File: src/rtl/fetch_queue.sv
// Fetch queue: buffers {PC, instruction} pairs between fetch and decode, stalling the
// program counter through PCWrite when full. Flush drops everything on a redirect.
module fetch_queue #(
  parameter int unsigned DEPTH = 4,
  parameter int unsigned AW    = 32,
  parameter int unsigned DW    = 32,
  parameter int unsigned CW    = $clog2(DEPTH) + 1
) (
  input  logic          Clk,
  input  logic          Reset,
  input  logic [AW-1:0] InPC,
  input  logic [DW-1:0] InInstr,
  input  logic          InValid,
  output logic          PCWrite,
  output logic [AW-1:0] OutPC,
  output logic [DW-1:0] OutInstr,
  output logic          OutValid,
  input  logic          OutReady,
  input  logic          Flush,
  output logic [CW-1:0] Count
);

  localparam int unsigned PW = (DEPTH > 1) ? $clog2(DEPTH) : 1;

  logic [AW+DW-1:0] r_mem [DEPTH];

  // Power-up values so the queue reads as empty even before the first reset edge.
  logic [PW-1:0] r_rd_ptr = '0;
  logic [PW-1:0] r_wr_ptr = '0;
  logic [CW-1:0] r_count  = '0;

  logic [PW-1:0] w_rd_ptr_d;
  logic [PW-1:0] w_wr_ptr_d;
  logic [CW-1:0] w_count_d;

  logic w_full;
  logic w_empty;
  logic w_push;
  logic w_pop;

  assign w_full  = (r_count == CW'(DEPTH));
  assign w_empty = (r_count == '0);

  // A full queue never pushes, so pop-while-full frees a slot only for the next cycle.
  assign w_push = InValid && !w_full && !Flush;
  assign w_pop  = !w_empty && OutReady && !Flush;

  always_comb begin
    w_rd_ptr_d = r_rd_ptr;
    w_wr_ptr_d = r_wr_ptr;
    w_count_d  = r_count;
    if (Flush) begin
      w_rd_ptr_d = '0;
      w_wr_ptr_d = '0;
      w_count_d  = '0;
    end else begin
      if (w_push) begin
        w_wr_ptr_d = r_wr_ptr + 1'b1;
      end
      if (w_pop) begin
        w_rd_ptr_d = r_rd_ptr + 1'b1;
      end
      unique case ({w_push, w_pop})
        2'b10:   w_count_d = r_count + 1'b1;
        2'b01:   w_count_d = r_count - 1'b1;
        default: w_count_d = r_count;
      endcase
    end
  end

  always_ff @(posedge Clk) begin
    if (!Reset) begin
      r_rd_ptr <= '0;
      r_wr_ptr <= '0;
      r_count  <= '0;
    end else begin
      r_rd_ptr <= w_rd_ptr_d;
      r_wr_ptr <= w_wr_ptr_d;
      r_count  <= w_count_d;
    end
  end

  // Storage is never cleared; occupancy alone decides what is visible.
  always_ff @(posedge Clk) begin
    if (Reset && w_push) begin
      r_mem[r_wr_ptr] <= {InPC, InInstr};
    end
  end

  always_comb begin
    PCWrite  = !w_full;
    OutValid = !w_empty;
    Count    = r_count;
    OutPC    = '0;
    OutInstr = '0;
    if (!w_empty) begin
      {OutPC, OutInstr} = r_mem[r_rd_ptr];
    end
  end

endmodule
File: config.mk
export PLATFORM = sky130hd
export DESIGN_NAME = fetch_queue
export DESIGN_NICKNAME = d
export VERILOG_FILES = /design/src/rtl/fetch_queue.sv
export SDC_FILE = /design/constraint.sdc
export NUM_CORES = 1
export LEC_CHECK = 0
export CAP_MARGIN = 0
export CORE_ASPECT_RATIO = 0.5
export CORE_UTILIZATION = 50
export DETAILED_ROUTE_END_ITERATION = 8
export MAX_ROUTING_LAYER = met4
export PLACE_DENSITY = 0.74
export SYNTH_ARGS = -nofsm -noshare
export SYNTH_HDL_FRONTEND = slang
export SYNTH_SLANG_ARGS = --single-unit
File: constraint.sdc
create_clock -name Clk -period 5.1 [get_ports Clk]
set_clock_uncertainty 0.05 [all_clocks]
set_input_delay 0.51 -clock Clk [delete_from_list [all_inputs] [get_ports Clk]]
set_output_delay 0.51 -clock Clk [all_outputs]
set_load 0.02 [all_outputs]
==> metrics <==
relative slew slack=0.3102; antenna violations before repair=0; PD cells=346.0 nW/um^2; Synthesized Nets=535; port bufs=about 140; setup tns final=0 ns; total power draw=4.334 mW; post-synthesis instance total=460; top cells by count, synth=edfxtp_1 (256), and2_1 (64), mux4_2 (60); routed wire length=around 18000 microns; Max VDD drop=between 0.2 and 0.25 mV; largest net degree at the start of global routing=65; distinct cell type count after synthesis=27; Area growth, synth to finish=22.50%; Placement Cell Area=between 10000 and 15000 sq um; clock insertion delay at the later pin of the skew report=0.51 ns; Yosys top cell by area=edfxtp_1; Required @ worst endpoint=4.54 ns; Synth Cell Area=around 10000 sq um; Reg clk slew, reported paths=0.06 ns; GR Overflow Total=0; Crit. End Element=primary output; RSZ-0062 raised after global routing=false; row cnt=36; Min-Delay Path Class=flop to flop; Via Count=roughly 4700; CTS resizes=0; post-route cell area=12530 sq um; GR Util All Layers=0.1810; drt wl/cell=roughly 21 microns; proportion of netlist area held by the largest area contributor=0.7517; DP Wirelength=between 10000 and 15000 microns; pre-CTS worst setup slack=about 1.9 ns; fin crit share=0.7245; Yosys Warn Count=0; Synth async-reset ratio=0; # hold bufs at CTS=0; Setup violations, final=0; Chip Width=204.2 microns; Core Area=about 20000 sq um; clk buf depth=3; Worst setup SP type=flop; Syn Area/Cell=22.23 sq um; Leak=roughly 3.9 nW; FMAX=about 0.27 GHz; CTS Buf Count=23; First DRT Iteration DRCs=between 200 and 250; CP Class=flop to primary output; Ports=about 140; DRC=0; first-pass iteration count of the detailed router=4; count leader, synth=edfxtp_1; Die H=103.1 microns; sinks on the clock net=~270; Nets=678; Critical Path AT=between 3 and 4 ns; Yosys reg bits=between 200 and 300; Clock Tree Root=clkbuf_16; final setup margin=~1.4 ns; routed vias/inst=5.344; H-tree depth=1; setup bufs post-CTS=0; CP max FO=39; min Tclk post-route=roughly 3.7 ns; Tightest Pin Transition=~1.0 ns; Post-DRT Antenna Nets=0; Top FF cell, synth=edfxtp_1; final number of hold-violating endpoints=0; gp weighted congestion=between 0.7 and 0.8; status=completed; first-pass GRT wire length=27590 microns; Max-cap violations=0; vias in the first global route=approximately 5000; Die ar.=21060 sq um; synth top area cells=edfxtp_1 (75%), mux4_2 (13%), and2_1 (3.9%); reg2reg start=Count[2]; Starting Density=0.5183; critical hold path startpoint=r_rd_ptr[0]; CTS tree=built; register area share after synthesis=0.7694; Inserted Diodes=0; layout cells sized above 1=0.1661; fillcell total=around 1400; fin. max-slew vios=0; number of synthesized flops with an enable pin=256; Layout Utilization=0.6350
final timing paths:
check,end,slack (ns),depth (start not counted)
hold / removal,r_rd_ptr[0],0.49,2
hold reg to reg,r_rd_ptr[0],0.49,2
setup reg to reg,Count[2],2.62,9
setup / recovery,OutInstr[1],1.41,4
layout by cell type (no fill, tap or decap):
cell type	n
clkinv_1	5
dfxtp_1	7
inv_6	2
inv_1	6
or3_1	1
clkbuf_1	6
edfxtp_1	256
buf_4	4
or3_2	1
or3b_1	1
nand3_1	2
and3_4	4
o311ai_0	1
clkinv_2	3
o21ai_0	1
nor2_1	7
and2_4	1
o31ai_1	1
a21o_1	2
and2_1	64
a21oi_1	4
ha_1	5
nand2b_1	1
dfxtp_4	2
clkbuf_16	23
fa_1	1
mux4_2	60
mux4_1	4
clkdlybuf4s50_1	137
xor2_1	4
bufinv_16	3
nor2b_1	1
where the power goes:
group | leakage, nW | switching, mW | internal (mW)
Sequential | 2.39 | 0.00773 | 2.40
Clock | 0.362 | 0.742 | 0.987
Combinational | 1.16 | 0.0888 | 0.104
Total | 3.91 | 0.839 | 3.50
stage by stage:
| step | hold slack, ns | instances |
|---|---|---|
| final | 0.4860 | 886 |
| after global routing | 0.5213 | 886 |
| after CTS | 0.4912 | 886 |
| after detailed placement | 0.4745 | 844 |
| after global placement | 0.4508 | 844 |
| after floorplan | 0.4347 | 460 |
worst max-delay path: stages (launching register included):
cell	delay (ns)
dfxtp_4	0.85
buf_4	0.44
mux4_1	0.58
and2_1	0.17
clkdlybuf4s50_1	0.54
sequential cells by signal (all words and copies together), names as in the netlist, named ones only:
name and cells:
Count 3, r_mem 256, r_rd_ptr 2, r_wr_ptr 2
area by class of cell:
type / instances / area, sq um / area share
repair buffers: 141 / 1401 / 0.1119
well taps: 266 / 332.8 / 0.02657
flip-flops and latches: 265 / 7875 / 0.6286
inverters: 6 / 22.52 / 0.001798
multi-input cells: 166 / 2156 / 0.1721
clock buffers: 29 / 598.1 / 0.04774
clock inverters: 13 / 141.4 / 0.01129
cell families after synthesis:
| family | synth area share |
|---|---|
| flip-flops | 0.7694 |
| AND/OR/NAND/NOR | 0.04931 |
| AO/OA/AOI/OAI | 0.005506 |
| multiplexers | 0.1424 |
| buffers and inverters | 0.02190 |
| XOR/XNOR | 0.003426 |
| adder cells (fa/ha/maj) | 0.008075 |
layer usage:
layer	up-vias	GRT usage	share of wire
met5	-	-	0
met4	0	0.03731	0.019
met3	26	0.03477	0.041
met2	92	0.3025	0.50
met1	2472	0.2354	0.44
li1	2145	-	-
No activity file was read; power rests on OpenSTA's default activity.
